**config.mk**
```make
export PLATFORM = sky130hd
export DESIGN_NAME = pipe_ctrl
export DESIGN_NICKNAME = d
export VERILOG_FILES = /design/src/rtl/pipe_ctrl_pkg.sv /design/src/rtl/pipe_ctrl_div_watchdog.sv /design/src/rtl/pipe_ctrl.sv
export SDC_FILE = /design/constraint.sdc
export NUM_CORES = 1
export LEC_CHECK = 0
export CORE_MARGIN = 2
export CORE_UTILIZATION = 43
export DETAILED_ROUTE_END_ITERATION = 10
export MAX_ROUTING_LAYER = met4
export PLACE_DENSITY_LB_ADDON = 0.15
export SLEW_MARGIN = 30
export SYNTH_ARGS = -nofsm -noshare
export SYNTH_HDL_FRONTEND = slang
export SYNTH_SLANG_ARGS = --single-unit
```
**constraint.sdc**
```tcl
create_clock -name clk -period 2.2 [get_ports clk]
set_input_delay 0.22 -clock clk [delete_from_list [all_inputs] [get_ports clk]]
set_output_delay 0.22 -clock clk [all_outputs]
set_load 0.01 [all_outputs]
```
**src/rtl/pipe_ctrl_pkg.sv**
```systemverilog
// pipe_ctrl_pkg: shared definitions for the pipeline hazard/divide controller.
//   - Stall-vector bit positions (pc, if, id, ex, mem, wb)
//   - Canned stall patterns for load-use and divide holds
//   - FSM state encoding
//   - Load-use hazard detect helper
package pipe_ctrl_pkg;

  localparam int unsigned STALL_W  = 6;
  localparam int unsigned STALL_PC  = 0;
  localparam int unsigned STALL_IF  = 1;
  localparam int unsigned STALL_ID  = 2;
  localparam int unsigned STALL_EX  = 3;
  localparam int unsigned STALL_MEM = 4;
  localparam int unsigned STALL_WB  = 5;

  localparam logic [STALL_W-1:0] STALL_NONE     = 6'b000000;
  // Load-use: freeze pc/if/id; EX advances and ID/EX takes a bubble.
  localparam logic [STALL_W-1:0] STALL_LOAD_USE = 6'b000111;
  // Divide: additionally freeze EX so the divide instruction sits there.
  localparam logic [STALL_W-1:0] STALL_DIV      = 6'b001111;

  typedef enum logic {
    StIdle    = 1'b0,
    StDivWait = 1'b1
  } state_e;

  function automatic logic load_use_hazard(
    input logic       ex_is_load,
    input logic       ex_wen,
    input logic [4:0] ex_waddr,
    input logic       id_reg1_read,
    input logic [4:0] id_reg1_addr,
    input logic       id_reg2_read,
    input logic [4:0] id_reg2_addr
  );
    // x0 is hardwired zero, so a load targeting it never creates a dependency.
    return ex_is_load && ex_wen && (ex_waddr != 5'd0) &&
           ((id_reg1_read && (id_reg1_addr == ex_waddr)) ||
            (id_reg2_read && (id_reg2_addr == ex_waddr)));
  endfunction

endpackage

```
**src/rtl/pipe_ctrl_div_watchdog.sv**
```systemverilog
// div_watchdog: cycle counter bounding how long the controller waits on the divider.
// Ports:
//   clk, rst     - clock, asynchronous active-high reset
//   i_clear      - synchronous clear to 0 (priority over enable)
//   i_enable     - count up by one this cycle
//   o_terminal   - count has reached TERMINAL
module pipe_ctrl_div_watchdog #(
  parameter int unsigned TERMINAL = 63
) (
  input  logic clk,
  input  logic rst,
  input  logic i_clear,
  input  logic i_enable,
  output logic o_terminal
);

  logic [7:0] r_count;

  always_ff @(posedge clk or posedge rst) begin
    if (rst) begin
      r_count <= 8'd0;
    end else if (i_clear) begin
      r_count <= 8'd0;
    end else if (i_enable) begin
      r_count <= r_count + 8'd1;
    end
  end

  assign o_terminal = (r_count == 8'(TERMINAL));

endmodule

```
**src/rtl/pipe_ctrl.sv**
```systemverilog
// pipe_ctrl: pipeline stall controller for load-use hazards and multi-cycle divides.
// Ports:
//   clk, rst                        - clock, asynchronous active-high reset
//   i_ex_is_load/i_ex_wen/i_ex_waddr - EX-stage load / write info
//   i_id_reg{1,2}_read/_addr        - ID-stage source operands
//   i_ex_div_req                    - EX holds a divide (level)
//   i_div_done                      - divider result valid this cycle
//   i_flush                         - kill the in-flight EX operation
//   o_stall[5:0]                    - hold vector {wb,mem,ex,id,if,pc}
//   o_div_start / o_div_abort       - one-cycle divider launch / cancel pulses
//   o_div_timeout                   - sticky watchdog-expiry flag
//   o_stall_cycles                  - count of cycles with the ID stage held
// DIV_TIMEOUT must lie in 2..255.
module pipe_ctrl
  import pipe_ctrl_pkg::*;
#(
  parameter int unsigned DIV_TIMEOUT = 64
) (
  input  logic                clk,
  input  logic                rst,
  input  logic                i_ex_is_load,
  input  logic                i_ex_wen,
  input  logic [4:0]          i_ex_waddr,
  input  logic                i_id_reg1_read,
  input  logic                i_id_reg2_read,
  input  logic [4:0]          i_id_reg1_addr,
  input  logic [4:0]          i_id_reg2_addr,
  input  logic                i_ex_div_req,
  input  logic                i_div_done,
  input  logic                i_flush,
  output logic [STALL_W-1:0]  o_stall,
  output logic                o_div_start,
  output logic                o_div_abort,
  output logic                o_div_timeout,
  output logic [31:0]         o_stall_cycles
);

  state_e              r_state, w_state_next;
  logic                r_div_timeout;
  logic [31:0]         r_stall_cycles;
  logic [STALL_W-1:0]  w_stall;
  logic                w_div_start, w_div_abort;
  logic                w_wd_clear, w_wd_enable, w_wd_terminal;
  logic                w_set_timeout;
  logic                w_hazard;

  assign w_hazard = load_use_hazard(i_ex_is_load, i_ex_wen, i_ex_waddr,
                                    i_id_reg1_read, i_id_reg1_addr,
                                    i_id_reg2_read, i_id_reg2_addr);

  pipe_ctrl_div_watchdog #(
    .TERMINAL (DIV_TIMEOUT - 1)
  ) u_div_watchdog (
    .clk        (clk),
    .rst        (rst),
    .i_clear    (w_wd_clear),
    .i_enable   (w_wd_enable),
    .o_terminal (w_wd_terminal)
  );

  always_ff @(posedge clk or posedge rst) begin
    if (rst) begin
      r_state        <= StIdle;
      r_div_timeout  <= 1'b0;
      r_stall_cycles <= 32'd0;
    end else begin
      r_state <= w_state_next;
      if (w_set_timeout) begin
        r_div_timeout <= 1'b1;
      end
      if (w_stall[STALL_ID]) begin
        r_stall_cycles <= r_stall_cycles + 32'd1;
      end
    end
  end

  always_comb begin
    w_state_next  = r_state;
    w_stall       = STALL_NONE;
    w_div_start   = 1'b0;
    w_div_abort   = 1'b0;
    w_wd_clear    = 1'b0;
    w_wd_enable   = 1'b0;
    w_set_timeout = 1'b0;
    // Outputs are held quiet while reset is asserted; the divider is reset by
    // the same signal, so no abort pulse is needed.
    if (!rst) begin
      unique case (r_state)
        StIdle: begin
          if (i_ex_div_req && !i_flush) begin
            w_div_start  = 1'b1;
            w_stall      = STALL_DIV;
            w_wd_clear   = 1'b1;
            w_state_next = StDivWait;
          end else if (w_hazard) begin
            w_stall = STALL_LOAD_USE;
          end
        end
        StDivWait: begin
          if (i_flush) begin
            w_div_abort  = 1'b1;
            w_state_next = StIdle;
          end else if (i_div_done) begin
            // Release EX so the divide retires at this edge.
            w_state_next = StIdle;
          end else if (w_wd_terminal) begin
            w_div_abort   = 1'b1;
            w_set_timeout = 1'b1;
            w_state_next  = StIdle;
          end else begin
            w_stall     = STALL_DIV;
            w_wd_enable = 1'b1;
          end
        end
        default: w_state_next = StIdle;
      endcase
    end
  end

  assign o_stall        = w_stall;
  assign o_div_start    = w_div_start;
  assign o_div_abort    = w_div_abort;
  assign o_div_timeout  = r_div_timeout;
  assign o_stall_cycles = r_stall_cycles;

endmodule

```
* Word-level counts from Yosys, hierarchy flattened
Cells that the tools add are included.
** Word-level totals
- Memories kept :: 0
- Output and inout port bits :: 41
- Bits in writable memories :: 0
- Logic and storage cells :: 46
- Bits in registers :: 42
- Input port bits :: 24
- Memory bits (read-only) :: 0
- Latch bits :: 0
** Operators by class
- Shift operators :: 0
- Multipliers :: 0
- Magnitude comparators :: 0
- Divide/modulo/power cells :: 0
- Mux-type cells :: 26
- $add $sub $neg :: 2
- Equality and inequality tests :: 3
- Reduce and logical (&&, ||, !) cells :: 10
- Bitwise operators :: 1
** Operators with widths (count)
- 32-bit by 1-bit adder with 32-bit output (second input constant) :: 1
- 1-bit 2-to-1 mux :: 16
- 4-bit 2-to-1 mux :: 4
- 8-bit 2-to-1 mux :: 2
- 6-bit case mux with 2 select lines :: 1
- 5-bit == test :: 2
- 8-bit by 1-bit adder with 8-bit output (second input constant) :: 1
- 8-bit by 6-bit == test with 1-bit output (second input constant) :: 1
- 1-bit logical AND :: 6
- 6-bit 2-to-1 mux :: 1
- 5-bit nonzero test :: 1
- 3-bit 2-to-1 mux :: 1
- 1-bit case mux with 2 select lines :: 1
- 2-bit nonzero test :: 1
- 1-bit zero test :: 1
- 1-bit logical OR :: 1
- 1-bit NOT :: 1

* Longest topological paths before layout
Gate-level depths: netlist of run 1.
- Word-level depth :: 8
- Mapped depth :: 9
- Mapped depth without buffers :: 8

* Hierarchy
From an unflattened synthesis of run 1, not the netlist that was laid out.
** Unflattened totals
- Cells, all modules :: 219
- Area, all modules :: 2290.9 um2
** Modules (own cells, without submodules)
- pipe_ctrl :: instances 1, area each 1899.3 um2, cells each 180, seq. area each 850.8 um2
- pipe_ctrl_div_watchdog :: instances 1, area each 391.6 um2, cells each 39, seq. area each 200.2 um2

* Least setup slack after synthesis of run 1
OpenSTA, ideal clock, no wires.
- Path kind :: register -> output
- Start point :: register u_div_watchdog.r_count[0]
- End point :: output port o_stall[1]
- Stages on the path, launching flop included :: 10
- Required time :: 1980 ps
- Buffers on the path :: 2
- Path slack :: 54 ps
- Arrival time :: 1926 ps
- Path through :: dfrtp_1 -> ha_1 -> nand2_1 -> or4_4 -> a21oi_4 -> inv_4 -> a21oi_4 -> buf_4 -> inv_1 -> buf_4
** On the way
- Word-level cells in the longest chain between the ends :: 6
** Ends and longest elaborated chain
- from (decl) :: line pipe_ctrl_div_watchdog.sv:17 : logic [7:0] r_count;
- from (signal assigned) :: line pipe_ctrl_div_watchdog.sv:25 : r_count <= r_count + 8'd1;
- 8-bit by 6-bit == test with 1-bit output :: line pipe_ctrl_div_watchdog.sv:29 : assign o_terminal = (r_count == 8'(TERMINAL));
- 4-bit 2-to-1 mux :: line pipe_ctrl.sv:106 : end else if (w_wd_terminal) begin
- 4-bit 2-to-1 mux :: line pipe_ctrl.sv:103 : end else if (i_div_done) begin
- 4-bit 2-to-1 mux :: line pipe_ctrl.sv:100 : if (i_flush) begin
- 6-bit case mux with 2 select lines :: line pipe_ctrl.sv:88 : unique case (r_state)
- 6-bit 2-to-1 mux :: line pipe_ctrl.sv:87 : if (!rst) begin
- to (decl) :: line pipe_ctrl.sv:31 : output logic [STALL_W-1:0] o_stall,
No other way between the ends. The select of a mux whose other input is x is not followed.

* Worst setup path after layout of run 1
- Start point :: register u_div_watchdog.r_count[0]
- End point :: output port o_stall[0]
The elaborated chain is that of the path after synthesis.

==> run summary, run 1 <==
class of the tightest hold or removal check: reg2reg
via count: 1842
HPWL Detailed: 3.80 mm
most used cell along the critical path: sky130_fd_sc_hd__a21oi_4
final weighted congestion in routability-driven placement: 0.818
number of cell instances on the worst register-to-register path: 10
MaxCap Viol Count: 0
unrepaired setup endpoints after global routing: yes
post-detailed-route via-to-cell ratio: 4.90
total wirelength of the detailed-routed design: 5.05 mm
distinct cell type count after synthesis: 37
total of endpoints with negative setup slack in the final report: 0
cell chosen for the clock root: sky130_fd_sc_hd__clkbuf_8
P_sw: 0.511 mW
Total Neg Setup Slack: 0 ns
smallest hold slack: 0.469 ns
CTS HTree Levels: 2
post-synthesis instance area: 2260 um^2
drt pass-1 iters: 4
leakage component of the power: 1.51 nW
final antenna diode count: 0
die outline height: 76.4 um
warning count from the yosys run: 0
number of buffers inserted for hold repair after clock tree synthesis: 0
Area growth syn-to-layout: 44.2%
kind of cell adding the most delay to the critical path: simple AND/OR/NAND/NOR gates
worst reg2reg path endpoint: o_stall_cycles[9]
Hold Path End: o_div_timeout
count of mapped cells out of synthesis: 215
number of inserted filler cells in the final layout: 443
number of primary I/O pins: 65
max_slew headroom: 0.645
final number of hold-violating endpoints: 0
Die Footprint: 5840 um^2
flip-flop cell with the highest count after synthesis: sky130_fd_sc_hd__dfrtp_1
Post-Syn Area per Cell: 10.5 um^2
critical register-to-register path startpoint: u_div_watchdog.r_count[0]
Post-Layout Inst Area: 3250 um^2
number of antenna violations at the first check in global routing: 0
final critical-path required period: 2.17 ns
DRT antenna net count: 0
cell internal pwr: 1.34 mW
highest clock frequency the design can meet: 460 MHz
WS Path Type: reg2out
share of power burned in combinational logic: 0.232
number of buffers and inverters on the critical path: 3
initial detailed-routing violation count: 48
area used by multi-input combinational logic: 1160 um^2
Slowest-stage cell, CP: sky130_fd_sc_hd__or4_4
kind of end point of the critical path: output port
DR WL/cell: 13.4 um
ordered cell list for the critical path: ha_2, nand2_2, or4_4, a21oi_4, inv_4, a21oi_4, inv_2, buf_2
footprint of the flip-flops and latches: 1050 um^2
global-route wire length before repair: 8.71 mm
vias in the first global route: 1809
cell depth of the worst min-delay path: 1
outcome: completed
relative contribution of the clock network to total power: 0.265
PnR Total Power: 1.85 mW
fraction of power spent switching nets: 0.276
CP arrival: 1.95 ns
transition time at the pin with the least slew margin: 0.532 ns
All-Layer GR Usage: 0.191
start point of the worst hold path: o_div_timeout
CTS clock-pin slew for the worst setup and hold paths: 0.08 ns
Yosys top cell area share: 0.466
sequential-to-total area share from yosys stat: 0.466
clock latency on the worst-skew pair: 0.29 ns
core region area: 5070 um^2
Post-synth ARST share: 1.00
number of synthesized flops with an enable pin: 0
ratio of cells with drive above 1 in the final layout: 0.209
Post-Layout Cell Count: 376
initial core utilization: 0.445
number of buffers on the longest clock path: 2
critical path fanouts, max: 3
pin count of the biggest net entering global routing: 43
largest area contributor in the synthesized netlist: sky130_fd_sc_hd__dfrtp_1
clock buffers created by TritonCTS: 5
Final Cycle Share: 0.989
DRC violation count after routing: 0
Chip Width: 76.4 um
clock sinks: 42
setup slack on the worst flop-to-flop path: 0.05 ns
total grt overflow: 0
largest stage delay on the critical path: 0.44 ns
count of buffers from port buffering: 62
final count of pins violating max slew: 0
CTS tree: done
launching element type of the critical path: flop
fin nets: 333
Power per Cell Area: 569 nW/um^2
data required time at the worst endpoint: 1.98 ns
Flop pwr share: 0.503
number of rows created at floorplan: 26
setup skew after layout: 0.00741 ns
FF+latch count, synth: 42
top area cells in the synthesized netlist: sky130_fd_sc_hd__dfrtp_1, sky130_fd_sc_hd__xor2_1, sky130_fd_sc_hd__xnor2_1, sky130_fd_sc_hd__nand2_1, sky130_fd_sc_hd__nor2_1
placed inst area: 3110 um^2
Max VDD drop: 0.000478 V
number of instances in the placed design: 366
[per-stage QoR]
step | worst slack [ns] | util
2_1_floorplan | 0.0540 | -
3_3_place_gp | -0.235 | 0.613
3_5_place_dp | -0.266 | 0.613
4_1_cts | -0.0277 | 0.630
5_1_grt | -0.0643 | 0.641
6_report | 0.0251 | 0.641
[state kept, by name, summed over array words and instances (netlist names)]
register	count
u_div_watchdog.r_count	8
o_stall_cycles	32
o_div_timeout	1
r_state	1
[logic make-up (layout without fill, tap and decap cells)]
group | Yosys count | in the layout | share of synthesized area
other cells | 1 | 2 | 0.00166
fa+ha+maj | 2 | 2 | 0.0111
buf+inv | 14 | 104 | 0.0377
simple gates | 98 | 98 | 0.260
xor+xnor | 46 | 46 | 0.179
mux | 1 | 1 | 0.00499
compound gates | 11 | 11 | 0.0405
flops | 42 | 42 | 0.466
[cell type report]
cell class / count / share of cell area
Clock buffer: 6 / 0.0254
Inverter: 4 / 0.00538
Multi-Input combinational cell: 160 / 0.357
Sequential cell: 42 / 0.323
Tap cell: 70 / 0.0269
Timing Repair Buffer: 94 / 0.262
[synthesized netlist by cell type (all sizes together), types with 6 or more instances]
| cell | count |
|---|---|
| nand4 | 8 |
| nor4 | 7 |
| dfrtp | 42 |
| nor3 | 12 |
| and3 | 7 |
| nor4b | 6 |
| buf | 8 |
| xnor2 | 14 |
| nand3 | 10 |
| xor2 | 32 |
| nor2 | 17 |
| nand2 | 18 |
[cells in the final DEF (no fill, tap or decap), types with 2 or more instances in the layout]
master | netlist | routed
sky130_fd_sc_hd__a21oi_4 | 2 | 2
sky130_fd_sc_hd__and3_1 | 7 | 7
sky130_fd_sc_hd__buf_2 | 0 | 3
sky130_fd_sc_hd__buf_4 | 6 | 31
sky130_fd_sc_hd__buf_6 | 1 | 3
sky130_fd_sc_hd__clkbuf_8 | 0 | 6
sky130_fd_sc_hd__clkdlybuf4s50_1 | 0 | 57
sky130_fd_sc_hd__conb_1 | 1 | 2
sky130_fd_sc_hd__dfrtp_1 | 42 | 42
sky130_fd_sc_hd__inv_1 | 3 | 2
sky130_fd_sc_hd__nand2_1 | 18 | 17
sky130_fd_sc_hd__nand2b_1 | 5 | 5
sky130_fd_sc_hd__nand3_1 | 9 | 9
sky130_fd_sc_hd__nand4_1 | 7 | 7
sky130_fd_sc_hd__nor2_1 | 17 | 16
sky130_fd_sc_hd__nor3_1 | 11 | 11
sky130_fd_sc_hd__nor3b_1 | 3 | 3
sky130_fd_sc_hd__nor4_1 | 6 | 4
sky130_fd_sc_hd__nor4_2 | 1 | 3
sky130_fd_sc_hd__nor4b_2 | 3 | 5
sky130_fd_sc_hd__o21ai_0 | 5 | 5
sky130_fd_sc_hd__or4_1 | 2 | 2
sky130_fd_sc_hd__xnor2_1 | 14 | 14
sky130_fd_sc_hd__xor2_1 | 32 | 32
[power by group through the flow]
stage	clock [mW]	combinational (mW)	sequential, mW
CTS	0.503	0.426	0.931
floorplan	0	0.162	0.958
global route	0.538	0.470	0.945
global placement	0	0.416	0.945
finish	0.491	0.430	0.931
detailed placement	0	0.424	0.944
[per-layer routing]
metal	share of wire	global-route usage	wire length (um)	up-vias
met1	0.47	0.238	2360	888
met4	0.0087	0.0436	44	0
met5	0	-	0	-
met3	0.034	0.0521	170	5
met2	0.49	0.312	2470	29
li1	-	-	-	920
[worst max path at each step]
stage / start / end / slack (ns) / cells after the start
after detailed placement: i_ex_waddr[1] / o_stall[1] / -0.27 / 8
after CTS: u_div_watchdog.r_count[0] / o_stall[1] / -0.03 / 8
final: u_div_watchdog.r_count[0] / o_stall[0] / 0.03 / 8
after global placement: i_ex_waddr[1] / o_stall[2] / -0.23 / 8
after global routing: u_div_watchdog.r_count[0] / o_stall[0] / -0.06 / 8
after floorplan: u_div_watchdog.r_count[0] / o_stall[1] / 0.05 / 9
[timing repair]
item / 4_1_cts / 5_1_grt
endpoints found under the setup margin: 5 / 18
pin swaps: 2 / 2
resized for setup: 24 / 9
buffers inserted: 1 / 3
No activity file was read; power rests on OpenSTA's default activity.
==> run 2: changes to the inputs <==
--- a/config.mk
+++ b/config.mk
@@ -8,8 +8,10 @@
 export CORE_MARGIN = 2
 export CORE_UTILIZATION = 43
 export DETAILED_ROUTE_END_ITERATION = 10
+export GPL_ROUTABILITY_DRIVEN = 0
 export MAX_ROUTING_LAYER = met4
 export PLACE_DENSITY_LB_ADDON = 0.15
+export SETUP_SLACK_MARGIN = 0.5
 export SLEW_MARGIN = 30
 export SYNTH_ARGS = -nofsm -noshare
 export SYNTH_HDL_FRONTEND = slang
==> run summary, run 2 (synthesis gave the netlist of run 1 again) <==
final critical-path required period: 2.23 ns
DRT antenna net count: 0
final antenna diode count: 0
Power per Cell Area: 554 nW/um^2
final number of hold-violating endpoints: 0
PnR Total Power: 1.88 mW
leakage component of the power: 1.63 nW
largest stage delay on the critical path: 0.44 ns
Max VDD drop: 0.000494 V
smallest hold slack: 0.459 ns
highest clock frequency the design can meet: 448 MHz
transition time at the pin with the least slew margin: 0.536 ns
Slowest-stage cell, CP: sky130_fd_sc_hd__or4_4
DR WL/cell: 13.7 um
total of endpoints with negative setup slack in the final report: 4
number of primary I/O pins: 65
CP arrival: 2.01 ns
via count: 1932
clock buffers created by TritonCTS: 5
pin count of the biggest net entering global routing: 43
unrepaired setup endpoints after global routing: yes
CTS HTree Levels: 2
CTS clock-pin slew for the worst setup and hold paths: 0.07 ns
critical path fanouts, max: 4
drt pass-1 iters: 4
Chip Width: 76.4 um
number of buffers and inverters on the critical path: 3
total grt overflow: 0
PnR worst setup slack: -0.0346 ns
Largest register FFs: 32
ordered cell list for the critical path: ha_2, nand2_2, or4_4, a21oi_4, inv_4, a21oi_4, inv_2, buf_2
clock latency on the worst-skew pair: 0.29 ns
setup skew after layout: 0.00771 ns
outcome: finished with violations
post-detailed-route via-to-cell ratio: 4.99
core region area: 5070 um^2
Post-Layout Inst Area: 3400 um^2
total wirelength of the detailed-routed design: 5.30 mm
Total Neg Setup Slack: -0.120 ns
DRC violation count after routing: 0
violated checks: setup timing
initial detailed-routing violation count: 56
Die Footprint: 5840 um^2
fin nets: 342
All-Layer GR Usage: 0.188
most used cell along the critical path: sky130_fd_sc_hd__a21oi_4
vias in the first global route: 1864
ratio of cells with drive above 1 in the final layout: 0.256
HPWL Detailed: 3.78 mm
kind of end point of the critical path: output port
final core utilization: 0.670
number of instances in the placed design: 374
data required time at the worst endpoint: 1.98 ns
initial core utilization: 0.445
die outline height: 76.4 um
placed inst area: 3230 um^2
kind of cell adding the most delay to the critical path: simple AND/OR/NAND/NOR gates
pre-CTS worst setup slack: -0.159 ns
number of antenna violations at the first check in global routing: 0
Final Cycle Share: 1.02
final count of pins violating max slew: 0
number of rows created at floorplan: 26
MaxCap Viol Count: 0
clock sinks: 42
launching element type of the critical path: flop
WS Path Type: reg2out
max_slew headroom: 0.642
number of buffers on the longest clock path: 2
most common cell after layout, fill and taps aside: sky130_fd_sc_hd__clkdlybuf4s50_1
cell chosen for the clock root: sky130_fd_sc_hd__clkbuf_8
CTS tree: done
most frequent cells in the layout: sky130_fd_sc_hd__clkdlybuf4s50_1, sky130_fd_sc_hd__dfrtp_1, sky130_fd_sc_hd__buf_4
Post-Layout Cell Count: 387
count of buffers from port buffering: 62
class of the tightest hold or removal check: reg2reg
global-route wire length before repair: 8.71 mm
Area growth syn-to-layout: 50.6%
## run 2: cell types whose count changed in the layout (fill, tap and decap cells not counted), moves of 2 or more
cell	before	now
sky130_fd_sc_hd__nor4_1	4	1
sky130_fd_sc_hd__nand2b_1	5	3
sky130_fd_sc_hd__clkdlybuf4s50_1	57	55
sky130_fd_sc_hd__nor4_4	0	2
sky130_fd_sc_hd__nand2b_4	0	2
sky130_fd_sc_hd__buf_4	31	37
## run 2: worst paths after layout
kind,start,end,slack (ns),depth (start not counted)
max,u_div_watchdog.r_count[0],o_stall[0],-0.03,8
min,o_div_timeout,o_div_timeout,0.46,1
max reg2reg,u_div_watchdog.r_count[0],o_stall_cycles[1],-0.02,9
min reg2reg,o_div_timeout,o_div_timeout,0.46,1
max in group asynchronous,rst,o_stall_cycles[26],1.22,3
min in group asynchronous,rst,u_div_watchdog.r_count[7],0.59,3
## run 2: area by class of cell
type                            instances  area [um^2]
Clock inverter                          2         13.8
Inverter                                4         17.5
Timing Repair Buffer                  103          932
Tap cell                               70         87.6
Clock buffer                            6         72.6
Fill cell                             434         1680
Multi-Input combinational cell        160         1220
Sequential cell                        42         1050
## run 2: routing by layer
metal | share of wire | global-route usage
met2 | 0.49 | 0.300
met1 | 0.45 | 0.243
met3 | 0.043 | 0.0438
met5 | 0 | -
met4 | 0.011 | 0.0527
## run 2: power by group
part	switching (mW)	leakage, nW	internal (mW)
Clock	0.269	0.0452	0.224
Sequential	0.0847	0.566	0.843
Combinational	0.188	1.02	0.273
## run 2: what timing repair did
action                                 4_1_cts  5_1_grt
endpoints found under the hold margin        0        0
setup buffers                                2        3
hold buffers                                 0        0
pin swaps                                   11        4
gates resized for setup                     27       13
setup endpoints to repair                   44       46
